`config.mk`:
```
export PLATFORM = sky130hd
export DESIGN_NAME = dout_packer
export DESIGN_NICKNAME = d
export VERILOG_FILES = /design/src/rtl/dout_packer_pkg.sv /design/src/rtl/dout_packer_fifo.sv /design/src/rtl/dout_packer.sv
export SDC_FILE = /design/constraint.sdc
export NUM_CORES = 1
export LEC_CHECK = 0
export CORE_ASPECT_RATIO = 0.7
export CORE_MARGIN = 3
export CORE_UTILIZATION = 40
export CTS_CLUSTER_SIZE = 40
export DETAILED_ROUTE_END_ITERATION = 6
export DONT_BUFFER_PORTS = 1
export GPL_ROUTABILITY_DRIVEN = 0
export PLACE_DENSITY = 0.61
export SETUP_SLACK_MARGIN = 0.2
export SLEW_MARGIN = 15
export SYNTH_ARGS = -nofsm -noshare
export SYNTH_HDL_FRONTEND = slang
export SYNTH_HIERARCHICAL = 1
export SYNTH_SLANG_ARGS = --single-unit
```
`constraint.sdc`:
```
create_clock -name CLK -period 6.8 [get_ports CLK]
set_input_delay 1.02 -clock CLK [delete_from_list [all_inputs] [get_ports CLK]]
set_output_delay 1.02 -clock CLK [all_outputs]
set_load 0.02 [all_outputs]
```
`src/rtl/dout_packer_pkg.sv`:
```
// Shared types and constants for the dout_packer byte-to-word packer.
// Optional checksum trailer is enabled with DOUT_PACKER_CHECKSUM_EN.
package dout_packer_pkg;

    typedef enum logic [1:0] {
        IDLE = 2'd0,
        PACK = 2'd1,
        CSUM = 2'd2
    } state_t;

    localparam int WORD_BYTES = 4;
    localparam int LEN_W      = 8;
    localparam int REM_W      = 9;

    typedef struct packed {
        logic [8*WORD_BYTES-1:0] value;
        logic [WORD_BYTES-1:0]   keep;
        logic                    last;
    } fifo_entry_t;

    // Keep mask covering lanes 0 up to and including the given lane.
    function automatic logic [WORD_BYTES-1:0] keepMask(input logic [1:0] lane);
        logic [WORD_BYTES-1:0] mask;
        case (lane)
            2'd0:    mask = 4'h1;
            2'd1:    mask = 4'h3;
            2'd2:    mask = 4'h7;
            default: mask = 4'hF;
        endcase
        return mask;
    endfunction

endpackage

```
`src/rtl/dout_packer_fifo.sv`:
```
// Small synchronous word FIFO holding packed words with keep/last sideband.
// Head entry is combinational and reads as zero while the FIFO is empty.
module packer_fifo
    import dout_packer_pkg::*;
#(
    parameter int DEPTH = 2
) (
    input  logic        clk,
    input  logic        rst,
    input  logic        push_i,
    input  fifo_entry_t wdata_i,
    input  logic        pop_i,
    output fifo_entry_t head_o,
    output logic        full_o,
    output logic        empty_o
);

    localparam int AW = $clog2(DEPTH);

    fifo_entry_t   mem [DEPTH];
    logic [AW:0]   wrPtr_q;
    logic [AW:0]   rdPtr_q;
    logic          doPush;
    logic          doPop;

    assign empty_o = (wrPtr_q == rdPtr_q);
    assign full_o  = (wrPtr_q[AW] != rdPtr_q[AW]) &&
                     (wrPtr_q[AW-1:0] == rdPtr_q[AW-1:0]);
    assign doPush  = push_i & ~full_o;
    assign doPop   = pop_i & ~empty_o;
    assign head_o  = empty_o ? '0 : mem[rdPtr_q[AW-1:0]];

    // Pointer update; push and pop in the same cycle both take effect.
    always_ff @(posedge clk or posedge rst) begin
        if (rst) begin
            wrPtr_q <= '0;
            rdPtr_q <= '0;
        end else begin
            if (doPush) wrPtr_q <= wrPtr_q + (AW+1)'(1);
            if (doPop)  rdPtr_q <= rdPtr_q + (AW+1)'(1);
        end
    end

    // Storage array; contents are don't-care until written since head is masked when empty.
    always_ff @(posedge clk) begin
        if (doPush) mem[wrPtr_q[AW-1:0]] <= wdata_i;
    end

endmodule

```
`src/rtl/dout_packer.sv`:
```
// Packs upstream bytes little-endian into 32-bit words framed by a programmed length.
// Define DOUT_PACKER_CHECKSUM_EN to append a 32-bit byte-sum word after each frame.
module dout_packer
    import dout_packer_pkg::*;
#(
    parameter int OUT_DEPTH = 2
) (
    input  logic                    CLK,
    input  logic                    RST,
    input  logic [LEN_W-1:0]        in_value,
    input  logic                    in_rdy,
    output logic                    in_en,
    input  logic [LEN_W-1:0]        len_value,
    input  logic                    len_en,
    output logic                    len_rdy,
    output logic [8*WORD_BYTES-1:0] out_value,
    output logic [WORD_BYTES-1:0]   out_keep,
    output logic                    out_last,
    output logic                    out_rdy,
    input  logic                    out_en,
    output logic                    busy
);

    state_t                  state_q, state_d;
    logic [1:0]              lane_q, lane_d;
    logic [REM_W-1:0]        rem_q, rem_d;
    logic [8*WORD_BYTES-1:0] pack_q, pack_d;
`ifdef DOUT_PACKER_CHECKSUM_EN
    logic [31:0]             acc_q, acc_d;
`endif

    logic                    fifoFull;
    logic                    fifoEmpty;
    logic                    fifoPush;
    fifo_entry_t             pushEntry;
    fifo_entry_t             headEntry;
    logic [8*WORD_BYTES-1:0] byteShifted;
    logic                    lastByte;
    logic                    wordDone;

    assign in_en       = (state_q == PACK) & in_rdy & ~fifoFull;
    assign byteShifted = {24'b0, in_value} << {lane_q, 3'b000};
    assign lastByte    = (rem_q == 9'd1);
    assign wordDone    = in_en & ((lane_q == 2'd3) | lastByte);

    // Next-state logic: frame setup, byte packing, word completion and optional trailer.
    always_comb begin
        state_d   = state_q;
        lane_d    = lane_q;
        rem_d     = rem_q;
        pack_d    = pack_q;
        fifoPush  = 1'b0;
        pushEntry = '0;
`ifdef DOUT_PACKER_CHECKSUM_EN
        acc_d     = acc_q;
`endif
        case (state_q)
            IDLE: begin
                if (len_en) begin
                    rem_d   = (len_value == '0) ? 9'd256 : {1'b0, len_value};
                    lane_d  = 2'd0;
                    pack_d  = '0;
                    state_d = PACK;
`ifdef DOUT_PACKER_CHECKSUM_EN
                    acc_d   = '0;
`endif
                end
            end
            PACK: begin
                if (in_en) begin
                    rem_d = rem_q - 9'd1;
`ifdef DOUT_PACKER_CHECKSUM_EN
                    acc_d = acc_q + {24'b0, in_value};
`endif
                    if (wordDone) begin
                        fifoPush        = 1'b1;
                        pushEntry.value = pack_q | byteShifted;
                        pushEntry.keep  = keepMask(lane_q);
`ifdef DOUT_PACKER_CHECKSUM_EN
                        pushEntry.last  = 1'b0;
`else
                        pushEntry.last  = lastByte;
`endif
                        lane_d = 2'd0;
                        pack_d = '0;
                        if (lastByte) begin
`ifdef DOUT_PACKER_CHECKSUM_EN
                            state_d = CSUM;
`else
                            state_d = IDLE;
`endif
                        end
                    end else begin
                        lane_d = lane_q + 2'd1;
                        pack_d = pack_q | byteShifted;
                    end
                end
            end
            CSUM: begin
`ifdef DOUT_PACKER_CHECKSUM_EN
                if (!fifoFull) begin
                    fifoPush        = 1'b1;
                    pushEntry.value = acc_q;
                    pushEntry.keep  = 4'hF;
                    pushEntry.last  = 1'b1;
                    state_d         = IDLE;
                end
`else
                state_d = IDLE;
`endif
            end
            default: state_d = IDLE;
        endcase
    end

    // State and datapath registers; reset discards any partial frame.
    always_ff @(posedge CLK or posedge RST) begin
        if (RST) begin
            state_q <= IDLE;
            lane_q  <= '0;
            rem_q   <= '0;
            pack_q  <= '0;
`ifdef DOUT_PACKER_CHECKSUM_EN
            acc_q   <= '0;
`endif
        end else begin
            state_q <= state_d;
            lane_q  <= lane_d;
            rem_q   <= rem_d;
            pack_q  <= pack_d;
`ifdef DOUT_PACKER_CHECKSUM_EN
            acc_q   <= acc_d;
`endif
        end
    end

    packer_fifo #(
        .DEPTH (OUT_DEPTH)
    ) u_fifo (
        .clk     (CLK),
        .rst     (RST),
        .push_i  (fifoPush),
        .wdata_i (pushEntry),
        .pop_i   (out_en),
        .head_o  (headEntry),
        .full_o  (fifoFull),
        .empty_o (fifoEmpty)
    );

    assign out_value = headEntry.value;
    assign out_keep  = headEntry.keep;
    assign out_last  = headEntry.last;
    assign out_rdy   = ~fifoEmpty;
    assign len_rdy   = (state_q == IDLE);
    assign busy      = (state_q != IDLE);

endmodule

```
Word-level counts from Yosys, hierarchy flattened --
Memory sizes are Yosys's and may differ from the RTL's. Cells that the tools add are included. Widths: inputs -> output; s select.
Storage, ports and cells: register bits after elaboration 49, bits in latches 0, RAM bits 74, bits in read-only memories 0, output and inout bits 41, word-level logic and storage cells 68, memories 1
Operators by class: add/subtract/negate cells 4, multipliers 0, div/mod/pow operators 0, $lt $le $gt $ge 0, eq/ne operators 12, shift-type cells 1, multiplexer cells 27, bitwise operators 9, reduce and logical (&&, ||, !) cells 8
Memories:
- u_fifo.mem | words 2, bits a word 37, rd ports 1, clocked after memory_dff 0, wr ports 1, RTL line dout_packer_fifo.sv:20 | fifo_entry_t mem [DEPTH];
Operator list (number):
- $mux 37 | 4
- $mux 32 | 3
- $pmux 32 s2 | 1
- $or 32x32->32 | 1
- $shl 8x5->32 | 1
- $mux 9 | 3
- $pmux 9 s2 | 1
- $mux 2 | 7
- $pmux 4 s3 | 1
- $eq 9x1->1 const B | 1
- $sub 9x1->9 const B | 1
- $logic_not 8->1 | 1
- $ne 2x2->1 const B | 4
- $pmux 2 s2 | 2
- $add 2x1->2 const B | 3
- $and 1x1->1 | 5
- $mux 1 | 5
- $eq 2x1->1 const B | 2
- $eq 2x2->1 const B | 2
- $logic_not 2->1 | 2
- $reduce_and 4->1 | 1
- $reduce_bool 2->1 | 2
- $reduce_and 3->1 | 1
- $eq 2x2->1 | 1
- other kinds (5) | 6

Depth between registers and ports, before layout --
Gate-level depths: netlist (run 1).
word-level depth 11, mapped depth 12, depth with buffers taken out 9

Cells and area by module --
Netlist (run 1), hierarchy kept.
By module, submodules not included:
- packer_fifo | instances 1, cells each 183, area each 3034.2 µm²
- dout_packer | instances 1, cells each 281, area each 2493.6 µm²

Least setup slack after synthesis (run 1) --
OpenSTA, ideal clock, no wires.
path kind input to register, start input port in_rdy, end memory u_fifo/mem[1][0] (netlist name), enable pin, library setup time 0.444 ns, data arrival time 4.034 ns, slack 2.322 ns, cell stages on the path 8, path buffers 2, path through nand3b_1 inv_1 clkbuf_8 o21ai_4 buf_6 inv_1 nand2_1 a21oi_1
On the way: cells in the longest elaborated chain, start to end 9
RTL lines:
- start, declared | RTL line dout_packer.sv:11 | input logic in_rdy,
- $and 1x1->1 (*) (2 in a row) | RTL line dout_packer.sv:41 | assign in_en = (state_q == PACK) & in_rdy & ~fifoFull;
- via in_en | RTL line dout_packer.sv:12 | output logic in_en,
- $and 1x1->1 | RTL line dout_packer.sv:44 | assign wordDone = in_en & ((lane_q == 2'd3) | lastByte);
- $mux 1 | RTL line dout_packer.sv:75 | if (wordDone) begin
- $mux 1 (*) | RTL line dout_packer.sv:70 | if (in_en) begin
- $mux 1 (*) | RTL line dout_packer.sv:57 | case (state_q)
- via fifoPush | RTL line dout_packer.sv:34 | logic fifoPush;
- $and 1x1->1 (*) | RTL line dout_packer_fifo.sv:29 | assign doPush = push_i & ~full_o;
- $mux 1 (*) | RTL line dout_packer_fifo.sv:46 | if (doPush) mem[wrPtr_q[AW-1:0]] <= wdata_i;
- $mux 1 (implied by the code) (*) | RTL line dout_packer_fifo.sv:46
- end, declared | RTL line dout_packer_fifo.sv:20
The timed path passes the listed nets; every way through them passes the cells marked *.

Final worst setup path (run 1) --
start register u_fifo.rdPtr_q[0], end memory u_fifo/mem[1][21] (netlist name), enable pin
On the way: cells in the longest elaborated chain, start to end 11
RTL lines:
- start, declared | RTL line dout_packer_fifo.sv:22 | logic [AW:0] rdPtr_q;
- start signal, assigned | RTL line dout_packer_fifo.sv:40 | if (doPop) rdPtr_q <= rdPtr_q + (AW+1)'(1);
- $eq 1x1->1 (*) | RTL line dout_packer_fifo.sv:28 | (wrPtr_q[AW-1:0] == rdPtr_q[AW-1:0]);
- $logic_and 1x1->1 (*) | RTL line dout_packer_fifo.sv:27 | assign full_o = (wrPtr_q[AW] != rdPtr_q[AW]) &&
- via fifoFull | RTL line dout_packer.sv:32 | logic fifoFull;
- $not 1->1 (*) | RTL line dout_packer.sv:41
- $and 1x1->1 (*) | RTL line dout_packer.sv:41
- via in_en | RTL line dout_packer.sv:12
- $and 1x1->1 | RTL line dout_packer.sv:44
- $mux 1 | RTL line dout_packer.sv:75
- $mux 1 (*) | RTL line dout_packer.sv:70
- $mux 1 (*) | RTL line dout_packer.sv:57
- via fifoPush | RTL line dout_packer.sv:34
- $and 1x1->1 (*) | RTL line dout_packer_fifo.sv:29
- $mux 1 (*) | RTL line dout_packer_fifo.sv:46
- $mux 1 (implied by the code) (*) | RTL line dout_packer_fifo.sv:46
Marks and branches as above.

==> results of run 1 <==
## area by class of cell
class | count | area, um2 | share of cell area [%]
clock buffers | 18 | 429 | 6.90
clock inverters | 14 | 124 | 1.99
inverters | 13 | 48.8 | 0.785
multi-input cells | 309 | 1920 | 30.9
flip-flops and latches | 122 | 3420 | 55.1
well taps | 185 | 231 | 3.72
repair buffers | 5 | 37.5 | 0.604
## synthesized netlist by cell type (3+ instances only)
master,instances,area (um2)
buf_4,4,30.0
nor2b_1,11,68.8
a2111oi_4,4,110
nor3_1,5,25.0
mux2i_1,39,390
edfxtp_1,74,2220
a21oi_1,72,360
nor2_2,9,56.3
nand3_1,4,20.0
buf_2,7,35.0
nor2_1,111,417
o21ai_0,6,30.0
buf_6,6,67.6
ha_1,6,75.1
inv_1,13,48.8
dfrtp_1,48,1200
xor2_1,3,26.3
nand2_1,9,33.8
## registers in the layout (all words and copies together), names as in the netlist
signal          count
u_fifo/wrPtr_q      2
pack_q             32
u_fifo/mem         74
state_q             1
u_fifo/rdPtr_q      2
lane_q              2
rem_q               9
## cells by family after synthesis
| family | count (synthesis) | synth area share [%] |
|---|---|---|
| xor+xnor | 4 | 0.634 |
| mux | 41 | 7.47 |
| buf+inv | 33 | 3.67 |
| simple gates | 158 | 12.9 |
| compound gates | 100 | 12.0 |
| flops | 122 | 61.9 |
| fa+ha+maj | 6 | 1.36 |
## metrics by stage
stage	total power (W)	area (um2)	worst slack, ns
2_1_floorplan	0.00212	5530	2.32
3_3_place_gp	0.00231	5660	2.63
3_5_place_dp	0.00233	5660	2.46
4_1_cts	0.00316	6220	2.45
5_1_grt	0.00332	6220	2.18
6_report	0.00313	6220	2.48
## power groups by stage
stage	Clock (W)	Combinational, W	Sequential (W)
after floorplan	0	0.00105	0.00107
after global placement	0	0.00121	0.00109
after detailed placement	0	0.00123	0.00110
after CTS	0.000840	0.00123	0.00109
after global routing	0.000875	0.00134	0.00111
final	0.000824	0.00122	0.00109
## layer usage
metal | track usage, % | up-vias
met5 | 0 | -
met4 | 5.03 | 0
met3 | 6.27 | 15
met2 | 23.5 | 103
met1 | 22.9 | 1669
li1 | - | 1662
## final timing paths
path,from,to,slack [ns]
min reg2reg,pack_q[26],pack_q[26],0.49
min,RST,u_fifo/rdPtr_q[1],0.38
max in group asynchronous,RST,rem_q[3],5.73
max,u_fifo/rdPtr_q[0],u_fifo/mem[1][21],2.48
min in group CLK,pack_q[26],pack_q[26],0.49
max reg2reg,u_fifo/rdPtr_q[0],u_fifo/mem[1][21],2.48
==> run summary, run 1 <==
Outcome = completed
Reg2reg path depth = 10
Final Util = 46.7%
Clock slew at reported path FFs = 0.05 ns
Most frequent cells in the layout = 110 x nor2_1, 74 x edfxtp_1, 71 x a21oi_1
Most common cell after layout, fill and taps aside = nor2_1
Clock Skews = 0.00759 ns
EDFF count, synth = 74
CP delay by family, top = buffers and inverters
Largest net degree at the start of global routing = 46
Detailed Route Iter0 Violations = 372
Num CTS Buffers = 17
Worst Path Buf+Inv = 4
Max-slew headroom = 30.3%
DRC = 0
WS Path Type = reg -> reg
Vias = 3449
Clock share of power = 26.3%
Vias in the first global route = 3495
DRT Pass-1 Iters = 4
H-Tree Depth = 4
Die Width = 147 um
Chip Height = 104 um
Post-Synthesis Mean Instance Area = 11.9 um2
Met2 wire len = 5300 um
Layout cell share with drive strength beyond 1 = 12.5%
Site Rows = 35
Max incr delay on CP = 0.63 ns
Fmax = 231 MHz
Synth warn = 6
Peak VDD IR = 0.000180 V
Arrival time worst endpoint = 4.37 ns
Post-Route WL = 12100 um
Uppermost routed layer = met4
Non-filler cells, final = 666
Max Cap Violations = 0
Cell-internal power = 0.00179 W
Pwr/cell area = 504 nW/um2
Initial Util = 41.5%
Total track usage = 16.3%
TritonCTS clock tree = done
Die area = 15300 um2
Critical path capture point type = flip-flop
Antenna violations before repair = 0
Worst path slowest cell = inv_1
Antenna diode count = 0
Synth-to-Final Area Change = 12.4%
Fin crit share = 63.6%
RSZ-0062 raised after global routing = no
Syn nets = 491
#FFs+latches synth = 122
Root Buffer = clkbuf_16
Slew Limit Fails = 0
Async S/R FF share, synth = 39.3%
Worst path depth = 10
Setup bufs post-CTS = 0
# clock sinks = 122
Clk_lat worst skew = 0.41 ns
Detailed Place HPWL = 7890 um
CP Max Fanout = 45
Mapped Cells = 464
Met3 Wirelength = 965 um
Final hold vios = 0
Worst Hold Class = in -> async
Crit start category = flip-flop
TNS Setup = 0 ns
Part of the power in registers = 34.8%
I/O pin cnt = 62
Fin nets = 495
First-pass GRT wire length = 19400 um
CORE AREA = 13300 um2
Post-CTS Hold Buffers = 0
Post-Syn Area = 5530 um2
Fill cell count = 1218
P_sw = 0.00135 W
Routed len/inst = 18.1 um
Slew @ Worst Pin = 1.04 ns
Synth cell types = 45
Worst endpoint required time = 6.84 ns
# port buffers = 0
Post-route ant nets = 0
Leak pwr = 2.41 nW
Fin Hold WS = 0.381 ns
Grt total ovfl = 0
Wl on met1 = 5630 um
Combinational share of power = 38.9%
Setup violators final = 0
DR vias/cell = 5.18
Clock buffer depth = 2
CP Cell Sequence = buf_4, xor2_1, nor2_1, nand3b_1, inv_1, o21ai_4, inv_1, nand2_1, a21oi_4, buf_4
Post-synth top flop = edfxtp_1
Post-CTS sizing = 0
Minimum clock period = 4.32 ns
Sequential share of the synthesized area = 61.9%
Placed Cells = 634
Sw Share = 42.9%
Power figures use the tool's default switching activity.
==> run 2: changes to the inputs <==
--- a/config.mk
+++ b/config.mk
@@ -12,7 +12,7 @@
 export DETAILED_ROUTE_END_ITERATION = 6
 export DONT_BUFFER_PORTS = 1
 export GPL_ROUTABILITY_DRIVEN = 0
-export PLACE_DENSITY = 0.61
+export PLACE_DENSITY = 0.63
 export SETUP_SLACK_MARGIN = 0.2
 export SLEW_MARGIN = 15
 export SYNTH_ARGS = -nofsm -noshare
==> constraint.sdc (replaced) <==
create_clock -name CLK -period 3.5 [get_ports CLK]
set_input_delay 0.525 -clock CLK [delete_from_list [all_inputs] [get_ports CLK]]
set_output_delay 0.525 -clock CLK [all_outputs]
set_load 0.02 [all_outputs]
==> run 2 against run 1 <==
  * Sequential share of layout area is 0.92 points lower
  * Critical path depth unchanged
  * Clock power up 120%
  * Register-to-register slack got worse by 1.7 ns
  * Sequential power up 94%
  * First-iteration DRC count fell by 30%
  * Design area grew 1.7%
  * Cell count increased by 0.90%
  * Flip-flop and latch count is the same
  * Non-clock buffer count increased by 6
  * Routed wire length is 0.41% higher
==> run summary, run 2 (synthesis results as in run 1) <==
Worst endpoint required time = 3.55 ns
Antenna diode count = 0
Slew @ Worst Pin = 0.863 ns
Pwr/cell area = 994 nW/um2
CORE AREA = 13300 um2
Clock slew at reported path FFs = 0.06 ns
TNS Setup = 0 ns
Routed len/inst = 18.0 um
Max Cap Violations = 0
Worst Hold Class = in -> async
Slew Limit Fails = 0
Clk_lat worst skew = 0.41 ns
Initial Util = 41.5%
Chip Height = 104 um
Peak VDD IR = 0.000474 V
RSZ-0062 raised after global routing = no
Fmax = 371 MHz
Post-Route WL = 12100 um
Fin worst setup slack = 0.802 ns
CP Cell Sequence = xnor2_1, nor2_1, nand3b_1, inv_1, buf_4, o21ai_4, inv_1, nand2_1, a21oi_4, buf_4
CP delay by family, top = buffers and inverters
Layout cell share with drive strength beyond 1 = 13.8%
Reg-to-reg slack, setup = 0.80 ns
Num CTS Buffers = 17
Worst path slowest cell = buf_4
Minimum clock period = 2.70 ns
TritonCTS clock tree = done
Outcome = completed
M1 GR Usage = 22.4%
Most frequent cells in the layout = 110 x nor2_1, 74 x edfxtp_1, 71 x a21oi_1
Layer with the highest usage = met2
Total track usage = 16.5%
Grt met2 use = 24.4%
CP Max Fanout = 37
Grt total ovfl = 0
Die Width = 147 um
Total power = 0.00628 W
M3 GR Usage = 6.27%
Vias in the first global route = 3622
Worst path depth = 10
Antenna violations before repair = 0
Max incr delay on CP = 0.45 ns
Setup bufs post-CTS = 0
Synth-to-Final Area Change = 14.4%
H-Tree Depth = 4
Arrival time worst endpoint = 2.74 ns
Max FFs per register = 74
Reg2reg path depth = 10
Most common cell after layout, fill and taps aside = nor2_1
Site Rows = 35
WS Path Type = reg -> reg
DR vias/cell = 5.26
RR Endpoint = u_fifo/mem[1][22]
First-pass GRT wire length = 19600 um
Detailed Place HPWL = 7810 um
Die area = 15300 um2
Fin nets = 501
Post-route ant nets = 0
Setup violators final = 0
DRT Pass-1 Iters = 5
Fin Hold WS = 0.158 ns
DRC = 0
# clock sinks = 122
Final hold vios = 0
Crit start category = flip-flop
Root Buffer = clkbuf_16
Worst Path Buf+Inv = 4
Clock buffer depth = 2
Reg2reg start = u_fifo/wrPtr_q[1]
Fin crit share = 77.1%
# port buffers = 0
Final Util = 47.5%
Critical path capture point type = flip-flop
Vias = 3535
Clock Skews = 0.0107 ns
Largest net degree at the start of global routing = 45
I/O pin cnt = 62
Detailed Route Iter0 Violations = 262
Leak pwr = 2.48 nW
Place WS = 0.798 ns
Max-slew headroom = 42.3%
==> run 2: changes by cell type in the layout (fill, tap and decap cells not counted) <==
cell,previous run,this run
clkinvlp_4,5,2
buf_4,5,10
clkinv_4,3,4
dlygate4sd3_1,0,1
clkbuf_8,0,1
bufinv_16,1,3
clkinv_1,2,0
clkinv_2,1,2
==> run 2: layout make-up <==
| class | instances | area, um2 |
|---|---|---|
| Multi-Input combinational cell | 309 | 1920 |
| Inverter | 13 | 48.8 |
| Timing Repair Buffer | 11 | 85.1 |
| Sequential cell | 122 | 3420 |
| Fill cell | 1214 | 6990 |
| Clock inverter | 13 | 168 |
| Clock buffer | 19 | 443 |
| Tap cell | 185 | 231 |
==> run 2: per-stage QoR <==
stage / instance area (um2) / cells
floorplan: 5540 / 464
global placement: 5700 / 639
detailed placement: 5700 / 639
CTS: 6320 / 672
global route: 6320 / 672
finish: 6320 / 672
==> run 2: timing repair <==
action                    4_1_cts  5_1_grt
hold buffers                    1        0
gates resized for setup         0        0
hold endpoints to repair        4        0
==> run 2: worst register-to-register path: cells and delay by family (launching register included) <==
family / cells / cell delay (ns)
flip-flops: 1 / 0.44
XOR/XNOR: 1 / 0.31
AO/OA/AOI/OAI: 2 / 0.20
buffers and inverters: 4 / 0.91
AND/OR/NAND/NOR: 3 / 0.45
==> run 2: power breakdown <==
group          leakage (nW)  internal [W]  total [W]  switching [W]
clock                 0.294       0.00114    0.00179       0.000645
combinational         0.875      0.000665    0.00238        0.00172
sequential             1.31       0.00186    0.00212       0.000255
total                  2.48       0.00367    0.00628        0.00261
==> run 2: worst max path at each step <==
stage,startpoint,endpoint
floorplan,u_fifo/rdPtr_q[1],u_fifo/mem[0][0]
CTS,u_fifo/wrPtr_q[1],out_value[0]
global route,u_fifo/rdPtr_q[1],u_fifo/mem[1][6]
global placement,u_fifo/rdPtr_q[1],u_fifo/mem[1][26]
detailed placement,u_fifo/rdPtr_q[1],u_fifo/mem[1][19]
finish,u_fifo/wrPtr_q[1],u_fifo/mem[1][22]
==> run 2: metal layers <==
metal / vias up / share of wire (%)
li1: 1677 / -
met1: 1743 / 44
met2: 107 / 47
met3: 8 / 8.0
met4: 0 / 0.77
met5: - / 0
==> run 3: changes to the inputs <==
==> constraint.sdc (replaced) <==
create_clock -name CLK -period 2.2 [get_ports CLK]
set_input_delay 0.33 -clock CLK [delete_from_list [all_inputs] [get_ports CLK]]
set_output_delay 0.33 -clock CLK [all_outputs]
set_load 0.02 [all_outputs]
==> run 3 against run 2 <==
  * Worst setup slack lost 0.73 ns
  * Die area is the same
  * Design area grew 26%
  * Worst hold slack lost 0.089 ns
  * Combinational power grew to 3.2 times the previous value
  * Routed wire length grew 26%
  * Non-clock buffer count grew 89
  * First-iteration DRC count shrank 11%
  * Sequential power grew 60%
  * Flip-flop and latch count is the same
  * Largest power group unchanged
==> run summary, run 3 (synthesis results as in run 1) <==
Outcome = completed
# clock sinks = 122
Antenna diode count = 0
Pwr/cell area = 1720 nW/um2
Largest net degree at the start of global routing = 45
Fmax = 469 MHz
Total track usage = 18.5%
Fin worst setup slack = 0.0678 ns
Reg2reg start = u_fifo/rdPtr_q[0]
Worst Hold End = u_fifo/rdPtr_q[0]
Hold-critical path depth = 1
DRC = 0
Max FFs per register = 74
Site Rows = 35
Post-Route WL = 15200 um
Vias = 4079
TritonCTS clock tree = done
Slew Limit Fails = 0
Detailed Place HPWL = 8170 um
Most frequent cells in the layout = 74 x edfxtp_1, 50 x a21oi_1, 45 x dfrtp_1
Arrival time worst endpoint = 1.80 ns
Synth-to-Final Area Change = 44.6%
Place WS = -0.0249 ns
WS Path Type = reg -> out
Grt total ovfl = 0
Clk_lat worst skew = 0.42 ns
Worst Hold Class = in -> reg
Fill cell count = 1039
Layout cell share with drive strength beyond 1 = 45.6%
Max incr delay on CP = 0.48 ns
DR vias/cell = 5.35
Reg2reg path depth = 9
Fin crit share = 96.9%
Num CTS Buffers = 17
Antenna violations before repair = 0
Reg-to-reg slack, setup = 0.13 ns
Final hold vios = 0
Detailed Route Iter0 Violations = 234
Clock slew at reported path FFs = 0.06 ns
Fin Hold WS = 0.0687 ns
DRT Pass-1 Iters = 5
First-pass GRT wire length = 21700 um
Most common cell after layout, fill and taps aside = edfxtp_1
Max-slew headroom = 59.4%
# port buffers = 0
Slew @ Worst Pin = 0.609 ns
Crit start category = flip-flop
Clock buffer depth = 2
Non-filler cells, final = 762
Critical path capture point type = primary output
Die Width = 147 um
Hold path startpoint = out_en
RSZ-0062 raised after global routing = yes
RR Endpoint = u_fifo/mem[0][25]
Minimum clock period = 2.13 ns
Leak pwr = 3.07 nW
Routed len/inst = 20.0 um
Fin nets = 591
Die area = 15300 um2
Post-route ant nets = 0
CP Cell Sequence = xor2_4, nor2_4, buf_12, nor2_1, buf_4
Worst path slowest cell = dfrtp_2
Max Cap Violations = 0
CORE AREA = 13300 um2
Peak VDD IR = 0.000828 V
Placed Cells = 688
Setup violators final = 0
Total power = 0.0137 W
CP Max Fanout = 8
Chip Height = 104 um
Clock Skews = 0.00677 ns
I/O pin cnt = 62
TNS Setup = 0 ns
Vias in the first global route = 3944
H-Tree Depth = 4
Worst endpoint required time = 1.87 ns
Initial Util = 41.5%
Root Buffer = clkbuf_16
[run 3: cell count changes in the layout (fill, tap and decap cells not counted), moves of 4 or more]
cell       before  now
a21oi_2         1   19
buf_6           0   32
a21oi_1        71   50
nor2_1        110   42
nor2_4          1   36
clkbuf_16      17   24
buf_4          10   42
buf_12          0   10
buf_8           0    4
mux2i_1        39   33
mux2i_2         0    5
nor2_2          9   43
[run 3: stage by stage]
| stage | cell area (um2) | utilization, % |
|---|---|---|
| 2_1_floorplan | 5620 | - |
| 3_3_place_gp | 6160 | 46.3 |
| 3_5_place_dp | 6160 | 46.3 |
| 4_1_cts | 7190 | 54.0 |
| 5_1_grt | 7990 | 60.0 |
| 6_report | 7990 | 60.0 |
[run 3: power breakdown]
part           leakage, nW  internal (W)  switching [W]  total, W
registers             1.31       0.00296       0.000436   0.00340
clock network        0.281       0.00169        0.00109   0.00278
logic                 1.49       0.00339        0.00417   0.00756
[run 3: worst max path at each step]
stage                                 start          endpoint  slack (ns)  cells after the start
after floorplan           u_fifo/rdPtr_q[0]  u_fifo/mem[1][0]       -0.73                     11
after global placement    u_fifo/rdPtr_q[1]     out_value[25]        0.03                      4
after detailed placement  u_fifo/rdPtr_q[1]     out_value[25]       -0.02                      4
after CTS                 u_fifo/rdPtr_q[1]     out_value[25]        0.09                      5
after global routing      u_fifo/wrPtr_q[1]      out_value[1]     -0.0004                      5
final                     u_fifo/wrPtr_q[1]      out_value[1]        0.07                      5
[run 3: worst max-delay path, delay by kind of cell (launching register included)]
kind                   cells  cell delay, ns
flip-flops                 1            0.48
buffers and inverters      2            0.35
XOR/XNOR                   1            0.24
AND/OR/NAND/NOR            2            0.29
[run 3: final cells by class]
cell class                      count  area (um2)  area share (%)
Timing Repair Buffer              100        1210            15.1
Clock buffer                       17         425            5.32
Clock inverter                     15         166            2.08
Sequential cell                   122        3430            42.9
Inverter                           13        53.8           0.673
Multi-Input combinational cell    310        2480            31.0
Tap cell                          185         231            2.90
[run 3: timing repair]
item,CTS,global route
endpoints found under the setup margin,209,173
buffers inserted,16,11
hold endpoints to repair,48,0
pin swaps,8,52
gates cloned,5,9
gates resized for setup,45,131
hold buffers,1,0
[run 3: metal layers]
metal,track usage (%),up-vias,share of wire (%)
met5,0,-,0
met4,3.96,0,0.82
met3,6.53,16,6.5
met2,28.9,157,49
met1,25.1,2037,44
li1,-,1869,-
